[config.mk]
export PLATFORM = sky130hd
export DESIGN_NAME = axi_lite_slave_regs
export DESIGN_NICKNAME = d
export VERILOG_FILES = /design/src/rtl/axi_lite_slave_regs.sv
export SDC_FILE = /design/constraint.sdc
export NUM_CORES = 1
export LEC_CHECK = 0
export CAP_MARGIN = 20
export CORE_AREA = 5 5 114 223
export DETAILED_ROUTE_END_ITERATION = 16
export DIE_AREA = 0 0 119 228
export MAX_ROUTING_LAYER = met4
export SLEW_MARGIN = 10
export SYNTH_ARGS = -nofsm -noshare
export SYNTH_HDL_FRONTEND = slang
export SYNTH_SLANG_ARGS = --single-unit
[constraint.sdc]
create_clock -name aclk -period 4.1 [get_ports aclk]
set_clock_uncertainty 0.05 [all_clocks]
set_input_delay 0.41 -clock aclk [delete_from_list [all_inputs] [get_ports aclk]]
set_output_delay 0.41 -clock aclk [all_outputs]
set_load 0.01 [all_outputs]
[src/rtl/axi_lite_slave_regs.sv]
// AXI4-Lite responder with three read/write control registers and one
// read-only ID register. Read and write paths run independently and every
// handshake/response output comes straight from a flop.
module axi_lite_slave_regs #(
  parameter logic [31:0] ID_VALUE  = 32'hA11E_0001,
  parameter logic [31:0] REG_RESET = 32'h0000_0000
) (
  input  logic        aclk,
  input  logic        aresetn,
  input  logic [3:0]  awaddr,
  input  logic        awvalid,
  output logic        awready,
  input  logic [31:0] wdata,
  input  logic [3:0]  wstrb,
  input  logic        wvalid,
  output logic        wready,
  output logic [1:0]  bresp,
  output logic        bvalid,
  input  logic        bready,
  input  logic [3:0]  araddr,
  input  logic        arvalid,
  output logic        arready,
  output logic [31:0] rdata,
  output logic [1:0]  rresp,
  output logic        rvalid,
  input  logic        rready,
  output logic [31:0] reg0_out,
  output logic [31:0] reg1_out,
  output logic [31:0] reg2_out
);

  localparam logic [1:0] RESP_OKAY   = 2'b00;
  localparam logic [1:0] RESP_SLVERR = 2'b10;

  logic [1:0]       aw_idx_q;
  logic             aw_held_q, awready_q;
  logic [31:0]      wdata_q;
  logic [3:0]       wstrb_q;
  logic             w_held_q, wready_q;
  logic             bvalid_q;
  logic [1:0]       bresp_q;
  logic [2:0][31:0] regs_q, regs_d;
  logic             arready_q, rvalid_q;
  logic [31:0]      rdata_q, rsel;

  logic aw_hs, w_hs, ar_hs, commit;
  logic unused_addr_bits;

  assign aw_hs  = awvalid & awready_q;
  assign w_hs   = wvalid & wready_q;
  assign ar_hs  = arvalid & arready_q;
  // A pending response blocks the next commit so bresp never changes under bvalid.
  assign commit = aw_held_q & w_held_q & ~bvalid_q;

  // Byte-lane offsets within a 32-bit register are not addressable.
  assign unused_addr_bits = ^{awaddr[1:0], araddr[1:0]};

  // Capture the write address and hold it until the write commits.
  always_ff @(posedge aclk or negedge aresetn) begin
    if (!aresetn) begin
      aw_idx_q  <= 2'd0;
      aw_held_q <= 1'b0;
      awready_q <= 1'b1;
    end else if (aw_hs) begin
      aw_idx_q  <= awaddr[3:2];
      aw_held_q <= 1'b1;
      awready_q <= 1'b0;
    end else if (commit) begin
      aw_held_q <= 1'b0;
      awready_q <= 1'b1;
    end
  end

  // Capture write data/strobes and hold them until the write commits.
  always_ff @(posedge aclk or negedge aresetn) begin
    if (!aresetn) begin
      wdata_q  <= 32'd0;
      wstrb_q  <= 4'd0;
      w_held_q <= 1'b0;
      wready_q <= 1'b1;
    end else if (w_hs) begin
      wdata_q  <= wdata;
      wstrb_q  <= wstrb;
      w_held_q <= 1'b1;
      wready_q <= 1'b0;
    end else if (commit) begin
      w_held_q <= 1'b0;
      wready_q <= 1'b1;
    end
  end

  // Merge strobed bytes into the addressed control register; register 3 is read-only.
  always_comb begin
    regs_d = regs_q;
    if (commit) begin
      for (int r = 0; r < 3; r++) begin
        if (aw_idx_q == 2'(r)) begin
          for (int b = 0; b < 4; b++) begin
            if (wstrb_q[b]) regs_d[r][8*b +: 8] = wdata_q[8*b +: 8];
          end
        end
      end
    end
  end

  // Control register file.
  always_ff @(posedge aclk or negedge aresetn) begin
    if (!aresetn) regs_q <= {3{REG_RESET}};
    else          regs_q <= regs_d;
  end

  // Write response: raised on commit, held until the master takes it.
  always_ff @(posedge aclk or negedge aresetn) begin
    if (!aresetn) begin
      bvalid_q <= 1'b0;
      bresp_q  <= RESP_OKAY;
    end else if (commit) begin
      bvalid_q <= 1'b1;
      bresp_q  <= (aw_idx_q == 2'd3) ? RESP_SLVERR : RESP_OKAY;
    end else if (bvalid_q && bready) begin
      bvalid_q <= 1'b0;
    end
  end

  // Read mux; sampling regs_q gives the pre-write value on a colliding commit.
  always_comb begin
    case (araddr[3:2])
      2'd0:    rsel = regs_q[0];
      2'd1:    rsel = regs_q[1];
      2'd2:    rsel = regs_q[2];
      default: rsel = ID_VALUE;
    endcase
  end

  // Single-outstanding read channel with one-cycle latency.
  always_ff @(posedge aclk or negedge aresetn) begin
    if (!aresetn) begin
      rdata_q   <= 32'd0;
      rvalid_q  <= 1'b0;
      arready_q <= 1'b1;
    end else if (ar_hs) begin
      rdata_q   <= rsel;
      rvalid_q  <= 1'b1;
      arready_q <= 1'b0;
    end else if (rvalid_q && rready) begin
      rvalid_q  <= 1'b0;
      arready_q <= 1'b1;
    end
  end

  assign awready  = awready_q;
  assign wready   = wready_q;
  assign bvalid   = bvalid_q;
  assign bresp    = bresp_q;
  assign arready  = arready_q;
  assign rvalid   = rvalid_q;
  assign rdata    = rdata_q;
  assign rresp    = RESP_OKAY;
  assign reg0_out = regs_q[0];
  assign reg1_out = regs_q[1];
  assign reg2_out = regs_q[2];

endmodule
==> impl_results.md, run 1 <==
* Status: completed
* Layout cells sized above 1 at 29.9%
* Crit-path max FO at 8
* Pleak at 4.40 nW
* RSZ-0062 raised after global routing: no
* Routability Congestion at 0.785
* Yosys Warn Count at 0
* CTS-repair resized insts at 0
* Worst-Margin Slew at 1.00 ns
* Placed wire-length estimate at 14.7 mm
* Synth cell count leaders: dfrtp_1 (171), mux2_2 (102), nand2_1 (34), nor2_1 (34)
* DR vias at 4,921
* Synth top area share at 58.2%
* Die span in y at 228 um
* Placement Rows at 79
* Yosys reg bits at 174
* Count leader, synth: dfrtp_1
* Final period util at 49.9%
* Total core area at 0.0233 mm^2
* Post-CTS setup buffer count at 0
* Reg-to-reg endpoint: reg1_out[2]
* Crit path from: bvalid
* Initial drt markers at 254
* Vias/cell at 4.86
* Top cell type by total area after synthesis: dfrtp_1
* Post-layout nets at 764
* Clk buf depth at 2
* Final wirelength at 20.7 mm
* DRC at 0
* Number of global-route vias before repair at 5,542
* Library cells used by synthesis at 29
* H-tree depth at 4
* Hold Crit Class: input port to async pin
* Initial Utilization at 31.5%
* CTS root buf: clkbuf_16
* Pin count of the biggest net entering global routing at 112
* Final min period at 2.04 ns
* First-pass GRT wire length at 32.5 mm
* Initial antenna violation count at 3
* WS Path Type: register to register
* Worst Reg-to-Reg Cells at 3
* Top cells by area, synth: dfrtp_1 (58%), mux2_2 (16%), mux2_4 (6.5%)
* Max Clock Freq at 489 MHz
* Fraction of registers with async set/reset at 100%
* 1st-pass router iterations at 4
* Sequential area share after synthesis at 59.3%
* Max-slew headroom at 32.8%
* I/O pin count at 188
* Post-DRT Antenna Nets at 0
* CTS tree: done
* Layout area overhead at 37.1%
* Die X-Extent at 119 um
* Fin. Hold Viols at 0
* Hold Buf Count CTS at 0
* Max VDD drop at 0.403 mV
* Worst Path Required at 4.37 ns
* Post-synth EDFFs at 0
* Die area at 0.0271 mm^2
* Total track usage at 16.2%
* Max-cap viol count at 0
* Clk_lat worst skew at 0.44 ns
* Crit. End Element: register
* Max Transition Viols Final at 0
* Gr ovfl total at 0
* Cell count after synthesis at 533
* R2R setup slack at 2.06 ns
* PortBufs at 180
* Setup TNS at 0 ns
* Power Density at 603 mW/mm^2
* Post-Syn Area at 0.00735 mm^2
* Syn_area_per_cell at 13.8 um^2
* Setup violators final at 0
* Sink Count at 174
* RR Startpoint: bvalid
* WP data arrival at 2.32 ns
* Clock-pin slew on the worst setup and hold paths at 0.07 ns
* Final Core Density at 43.2%
* Drt wl/cell at 20.5 um
* CTS Buf Count at 17
* Worst setup SP type: register
* Top FF cell, synth: dfrtp_1
## state kept, by name, indices dropped and copies added, names as in the netlist
| signal | count |
|---|---|
| reg0_out | 32 |
| rvalid | 1 |
| rdata | 32 |
| arready | 1 |
| wstrb_q | 4 |
| awready | 1 |
| reg2_out | 32 |
| bresp | 1 |
| wready | 1 |
| wdata_q | 32 |
| aw_held_q | 1 |
| bvalid | 1 |
| aw_idx_q | 2 |
| w_held_q | 1 |
| reg1_out | 32 |
## how the worst max path moves through the flow
stage               slack (ns)  cells after the start      endpoint
floorplan                 2.46                      4  reg1_out[10]
global placement          1.66                      4     rdata[21]
detailed placement        1.57                      4      rdata[8]
CTS                       1.99                      3   reg1_out[2]
global route              1.85                      4     rdata[16]
finish                    2.06                      3   reg1_out[2]
## cell usage in the layout (no fill, tap or decap), types with 2 or more instances in the layout
| cell type | n |
|---|---|
| buf_4 | 6 |
| inv_1 | 3 |
| bufinv_16 | 3 |
| clkbuf_8 | 4 |
| clkinvlp_4 | 2 |
| a22oi_1 | 8 |
| mux2_2 | 102 |
| nand2_1 | 33 |
| a31oi_1 | 32 |
| diode_2 | 3 |
| dfrtp_1 | 171 |
| clkbuf_1 | 2 |
| conb_1 | 3 |
| nor2_2 | 3 |
| mux2i_1 | 27 |
| clkdlybuf4s50_1 | 178 |
| clkinv_4 | 2 |
| dfstp_2 | 3 |
| o21ai_0 | 12 |
| nor2_1 | 34 |
| clkbuf_16 | 17 |
| nand3_2 | 4 |
| mux2_4 | 32 |
| or2_2 | 24 |
| and3_4 | 4 |
| clkinv_2 | 2 |
## power breakdown
part / switching [W] / total (W) / internal, W / leakage (nW)
Combinational: 0.000597 / 0.00168 / 0.00108 / 1.81
Sequential: 0.000473 / 0.00270 / 0.00223 / 2.30
Clock: 0.000675 / 0.00170 / 0.00102 / 0.299
Total: 0.00174 / 0.00608 / 0.00433 / 4.40
## kinds of logic (layout without fill, tap and decap cells)
| family | count (synthesis) | count (layout) | synth area share (%) |
|---|---|---|---|
| AO/OA/AOI/OAI | 53 | 53 | 4.46 |
| buffers and inverters | 33 | 224 | 2.55 |
| AND/OR/NAND/NOR | 111 | 111 | 7.83 |
| multiplexers | 161 | 161 | 25.8 |
| other | 1 | 6 | 0.0510 |
| flip-flops | 174 | 174 | 59.3 |
## routing by layer
layer	vias to the layer above	global-route usage, %	wire [um]
met3	38	3.74	926
met2	153	28.3	11200
met5	-	-	0
li1	2240	-	-
met4	0	8.96	819
met1	2490	16.6	7770
## layout make-up
class                           count  area (um^2)
Inverter                            3         11.3
Sequential cell                   174         4360
Tap cell                          283          354
Antenna cell                        3         7.51
Multi-Input combinational cell    328         2830
Clock inverter                      9          133
Fill cell                        2175        13300
Clock buffer                       23          488
Timing Repair Buffer              189         1900
## critical path: stages (launching register included)
cell and delay (ns):
dfrtp_1 0.45, nand4bb_1 0.42, nor2_2 0.59, mux2_2 0.41
## per-stage QoR
| stage | worst slack, ns | hold WS (ns) | cells | cell area, um^2 | power, W |
|---|---|---|---|---|---|
| 2_1_floorplan | 2.46 | 0.0644 | 535 | 7360 | 0.00344 |
| 3_3_place_gp | 1.66 | 0.423 | 975 | 9410 | 0.00436 |
| 3_5_place_dp | 1.57 | 0.441 | 975 | 9410 | 0.00443 |
| 4_1_cts | 1.99 | 0.0835 | 1007 | 10000 | 0.00616 |
| 5_1_grt | 1.85 | 0.346 | 1012 | 10100 | 0.00641 |
| 6_report | 2.06 | 0.331 | 1012 | 10100 | 0.00608 |
No activity file was read; power rests on OpenSTA's default activity.
==> run 2: changes to the inputs <==
clock period = 1.8 ns   (was 4.1 ns; I/O delays follow)
==> impl_results.md, run 2 (synthesis results as in run 1) <==
* Die area at 0.0271 mm^2 (unchanged)
* Placement Rows at 79 (unchanged)
* Routability Congestion at 0.811 (+3.3%)
* Final min period at 1.68 ns
* Layout cells sized above 1 at 32.4% (+2.6 points)
* DRC at 0 (unchanged)
* Total track usage at 16.3% (+0.074 points)
* Final period util at 93.5%
* Initial antenna violation count at 0 (-3)
* Total core area at 0.0233 mm^2 (unchanged)
* Family with the most delay on the worst path: buffers and inverters
* Clk_lat worst skew at 0.44 ns (about the same)
* Die X-Extent at 119 um (unchanged)
* Critical Path Max Stage Delay at 0.63 ns (+0.04 ns)
* Initial Utilization at 31.5% (unchanged)
* CTS tree: done
* Hold Crit Class: input port to async pin
* Most frequent cells in the layout: clkdlybuf4s50_1 (174), dfrtp_1 (171), mux2_2 (102)
* Inst Count DP at 998 (+2.4%)
* Max Transition Viols Final at 0 (unchanged)
* Layout area overhead at 40.5%
* Bufs and invs on worst path at 1 (+1)
* Fin. Hold Viols at 0 (unchanged)
* Hold slack final at 0.239 ns (-0.0919 ns)
* Setup violators final at 0 (unchanged)
* Max VDD drop at 0.735 mV (+82%)
* Final worst slack at 0.116 ns (-1.94 ns)
* Number of global-route vias before repair at 5,541 (-0.018%)
* Drt wl/cell at 20.1 um (-1.8%)
* CTS root buf: clkbuf_16
* RSZ-0062 raised after global routing: no
* Initial drt markers at 233 (-8.3%)
* I/O pin count at 188 (unchanged)
* Final Non-Filler Cells at 1,032 (+2.0%)
* Worst path depth at 1 (-2)
* Pleak at 4.57 nW (+3.8%)
* Worst-Margin Slew at 0.614 ns (-0.390 ns)
* Gr ovfl total at 0 (unchanged)
* Slowest cell on the critical path: clkdlybuf4s50_1
* Diodes inserted at 0 (-3)
* Max Clock Freq at 594 MHz
* First-pass GRT wire length at 33.0 mm (+1.3%)
* Max-cap viol count at 0 (unchanged)
* Worst setup SP type: register
* Most common cell after layout, fill and taps aside: clkdlybuf4s50_1
* Die span in y at 228 um (unchanged)
* Status: completed
* Clk buf depth at 2 (unchanged)
* Crit-path max FO at 3 (-5)
* Clock-pin slew on the worst setup and hold paths at 0.07 ns (about the same)
* WP data arrival at 1.45 ns (-0.87 ns)
* Post-place setup slack at 0.0282 ns (-1.54 ns)
* Fillers at 2,172 (-0.14%)
* Post-layout nets at 787 (+3.0%)
* Power Density at 1350 mW/mm^2 (+120%)
* Worst Reg-to-Reg Cells at 4 (+1)
* Final std cell area, no fill at 0.0103 mm^2 (+2.5%)
* Max-slew headroom at 59.1% (+26 points)
* Vias/cell at 4.77 (-2.0%)
* Critical-path cell list: clkdlybuf4s50_1
* Dpl cell area at 0.00967 mm^2 (+2.8%)
* Sink Count at 174 (unchanged)
* CTS Buf Count at 17 (unchanged)
* Post-DRT Antenna Nets at 0 (unchanged)
* WS Path Type: register to output pin
* PortBufs at 180 (unchanged)
* Worst Path Required at 1.57 ns (-2.80 ns)
* DR vias at 4,920 (-0.020%)
* Crit. End Element: output pin
* H-tree depth at 4 (unchanged)
* 1st-pass router iterations at 4 (unchanged)
* Placed wire-length estimate at 15.5 mm (+5.6%)
* Pin count of the biggest net entering global routing at 63 (-44%)
* Setup TNS at 0 ns (unchanged)
* Final wirelength at 20.8 mm (+0.18%)
## run 2: changes by cell type in the layout (fill, tap and decap cells not counted), sizes merged
cell / previous run / this run
buf: 10 / 33
diode: 3 / 0
clkbuf: 23 / 19
clkdlybuf4s50: 178 / 174
dlymetal6s2s: 0 / 1
clkinv: 4 / 2
inv: 3 / 9
dlygate4sd2: 0 / 3
## run 2: cell type report
| type | instances | area, um^2 | area share, % |
|---|---|---|---|
| clock buffers | 19 | 443 | 4.29 |
| clock inverters | 13 | 178 | 1.72 |
| inverters | 3 | 11.3 | 0.109 |
| multi-input cells | 328 | 2830 | 27.4 |
| flip-flops and latches | 174 | 4360 | 42.2 |
| well taps | 283 | 354 | 3.43 |
| repair buffers | 212 | 2150 | 20.8 |
## run 2: final timing paths
kind | slack [ns] | startpoint | endpoint
min in group aclk | 0.24 | bready | bvalid
max in group asynchronous | 0.79 | aresetn | awready
worst min-delay path | 0.24 | aresetn | reg0_out[11]
worst max-delay path | 0.12 | reg2_out[18] | reg2_out[18]
worst min register to register | 0.44 | awready | awready
worst max register to register | 0.13 | aw_idx_q[1] | reg1_out[8]
## run 2: layer usage
layer	vias to the layer above	wire, um	track usage (%)
met4	0	616	7.04
met5	-	0	-
met2	141	11700	29.4
met1	2477	7660	16.8
met3	31	785	3.64
li1	2271	-	-
## run 2: repair_timing
action,CTS,global route
setup endpoints to repair,3,62
gates cloned,0,0
hold endpoints to repair,49,0
hold buffers,1,0
buffers inserted,0,1
resized for setup,3,3
pin swaps,0,1
## run 2: per-stage QoR
| step | utilization [%] | power, W |
|---|---|---|
| 2_1_floorplan | - | 0.00784 |
| 3_3_place_gp | 41.5 | 0.0100 |
| 3_5_place_dp | 41.5 | 0.0102 |
| 4_1_cts | 44.1 | 0.0142 |
| 5_1_grt | 44.3 | 0.0147 |
| 6_report | 44.3 | 0.0140 |
## run 2: where the power goes
group	internal [W]	total (W)	switching [W]
clock network	0.00226	0.00388	0.00163
logic	0.00252	0.00392	0.00141
registers	0.00508	0.00616	0.00108
total	0.00985	0.0140	0.00411
==> run 3: changes to the inputs <==
==> constraint.sdc (replaced) <==
create_clock -name aclk -period 1.8 [get_ports aclk]
set_clock_uncertainty 0.05 [all_clocks]
set_input_delay 0.54 -clock aclk [delete_from_list [all_inputs] [get_ports aclk]]
set_output_delay 0.54 -clock aclk [all_outputs]
set_load 0.01 [all_outputs]
==> impl_results.md, run 3 (synthesis results as in run 1) <==
* Cell internal pwr at 0.00921 W (-6.5%)
* WP data arrival at 1.16 ns (-0.29 ns)
* Clk pwr share at 27.2% (-0.6 points)
* CTS Buf Count at 17 (unchanged)
* Status: completed
* Family with the most delay on the worst path: flip-flops
* First-pass GRT wire length at 32.5 mm (-1.3%)
* 1st-pass router iterations at 4 (unchanged)
* Crit-path max FO at 2 (-1)
* Fraction of power consumed by combinational cells at 26.1% (-2.0 points)
* H-tree depth at 4 (unchanged)
* Gr ovfl total at 0 (unchanged)
* Final wirelength at 21.0 mm (+1.0%)
* Most frequent cells in the layout: dfrtp_1 (170), dlygate4sd2_1 (129), mux2_2 (102)
* Max Transition Viols Final at 0 (unchanged)
* Sink Count at 174 (unchanged)
* Drt wl/cell at 20.3 um (+0.81%)
* Crit path from: reg2_out[13]
* Total track usage at 16.3% (-0.047 points)
* Max-cap viol count at 0 (unchanged)
* Power after layout at 0.0132 W (-5.4%)
* Layout area overhead at 38.1%
* Switch Pwr at 0.00401 W (-2.5%)
* Critical-path cell list: dlygate4sd2_1
* Final period util at 97.5% (+3.9 points)
* Die span in y at 228 um (unchanged)
* Die X-Extent at 119 um (unchanged)
* Worst setup SP type: register
* Pleak at 5.09 nW (+11%)
* Placement Rows at 79 (unchanged)
* Most common cell after layout, fill and taps aside: dfrtp_1
* Die area at 0.0271 mm^2 (unchanged)
* Hold Crit Class: register to register
* Max Clock Freq at 570 MHz (-4.0%)
* RSZ-0062 raised after global routing: no
* Power Density at 1300 mW/mm^2 (-3.8%)
* Vias/cell at 4.78 (+0.31%)
* Setup violators final at 0 (unchanged)
* Initial Utilization at 31.5% (unchanged)
* Inst Count DP at 995 (-0.30%)
* Final min period at 1.75 ns (+0.0706 ns)
* WS Path Type: register to output pin
* Number of global-route vias before repair at 5,567 (+0.47%)
* Max VDD drop at 1.05 mV (+42%)
* Bufs and invs on worst path at 1 (unchanged)
* Flop pwr share at 46.6% (+2.5 points)
* Layout cells sized above 1 at 32.6% (+0.13 points)
* Placed wire-length estimate at 15.7 mm (+1.4%)
* Initial antenna violation count at 2 (+2)
* Slowest cell on the critical path: dfrtp_1
* Total core area at 0.0233 mm^2 (unchanged)
* RR Startpoint: aw_idx_q[1]
* Critical Path Max Stage Delay at 0.42 ns (-0.21 ns)
* DR vias at 4,945 (+0.51%)
* CTS root buf: clkbuf_16
* Crit. End Element: output pin
* Min-delay src: arready
* Post-DRT Antenna Nets at 0 (unchanged)
* DRC at 0 (unchanged)
* Initial drt markers at 195 (-16%)
* Post-layout nets at 787 (unchanged)
* Final Non-Filler Cells at 1,034 (+0.19%)
* Worst Path Required at 1.21 ns (-0.36 ns)
* Clk_lat worst skew at 0.44 ns (about the same)
* Routability Congestion at 0.782 (-3.6%)
* PortBufs at 180 (unchanged)
* Clock-pin slew on the worst setup and hold paths at 0.07 ns (about the same)
* Clk buf depth at 2 (unchanged)
* I/O pin count at 188 (unchanged)
* Pin count of the biggest net entering global routing at 71 (+13%)
* Switching Share at 30.3% (+0.87 points)
* CTS tree: done
* Fin. Hold Viols at 0 (unchanged)
-- run 3: changes by cell type in the layout (fill, tap and decap cells not counted), sizes merged, moves of 2 or more --
cell / delta
clkdlybuf4s50: -130
inv: -6
dlygate4sd2: +126
clkinv: +2
buf: +3
clkdlybuf4s15: +2
diode: +2
clkbuf: +4
-- run 3: final cells by class --
type,instances,area (um^2)
Timing Repair Buffer,212,2020
Antenna cell,2,5.00
Clock inverter,9,114
Clock buffer,23,458
Inverter,3,11.3
Fill cell,2186,13200
Tap cell,283,354
Sequential cell,174,4360
Multi-Input combinational cell,328,2840
-- run 3: power groups by stage --
stage	registers (W)	clock network [W]	logic (W)
floorplan	0.00625	0	0.00159
global route	0.00633	0.00386	0.00374
CTS	0.00615	0.00372	0.00352
global placement	0.00615	0	0.00387
finish	0.00616	0.00360	0.00346
detailed placement	0.00625	0	0.00398
-- run 3: metal layers --
layer	up-vias	part of all wire (%)	GRT usage, %	wire length, um
met5	-	0	-	0
met4	0	3.7	8.56	773
met3	45	4.1	3.86	851
met2	149	56	28.9	11800
met1	2475	36	16.3	7540
li1	2276	-	-	-
-- run 3: path summary, 6_finish.rpt --
check,slack [ns],cells past startpoint,to
hold reg to reg,0.44,1,arready
setup reg to reg,0.10,4,reg1_out[5]
min in group asynchronous,0.48,2,wdata_q[10]
max in group asynchronous,0.55,3,rdata[30]
setup / recovery,0.05,1,reg2_out[13]
hold / removal,0.44,1,arready
-- run 3: per-stage QoR --
stage	setup TNS [ns]	hold WS (ns)	util [%]	cell area, um^2	setup WS (ns)
after global placement	-6.00	0.364	41.5	9690	-0.181
after CTS	0	0.441	43.5	10100	0.00549
final	0	0.437	43.5	10200	0.0457
after global routing	0	0.463	43.5	10200	0.000499
after detailed placement	-7.88	0.365	41.5	9690	-0.240
after floorplan	0	0.194	-	7360	0.161
-- run 3: what timing repair did --
item                       4_1_cts  5_1_grt
hold endpoints to repair        19        0
setup endpoints to repair      142       41
pin swaps                        1        0
hold buffers                     1        0
gates resized for setup        146        4
buffers inserted                 4        0
-- run 3: worst register-to-register path: stages (launching register included) --
cell	delay, ns
dfrtp_1	0.42
nand4bb_2	0.39
nor2_2	0.21
buf_12	0.16
mux2_2	0.35
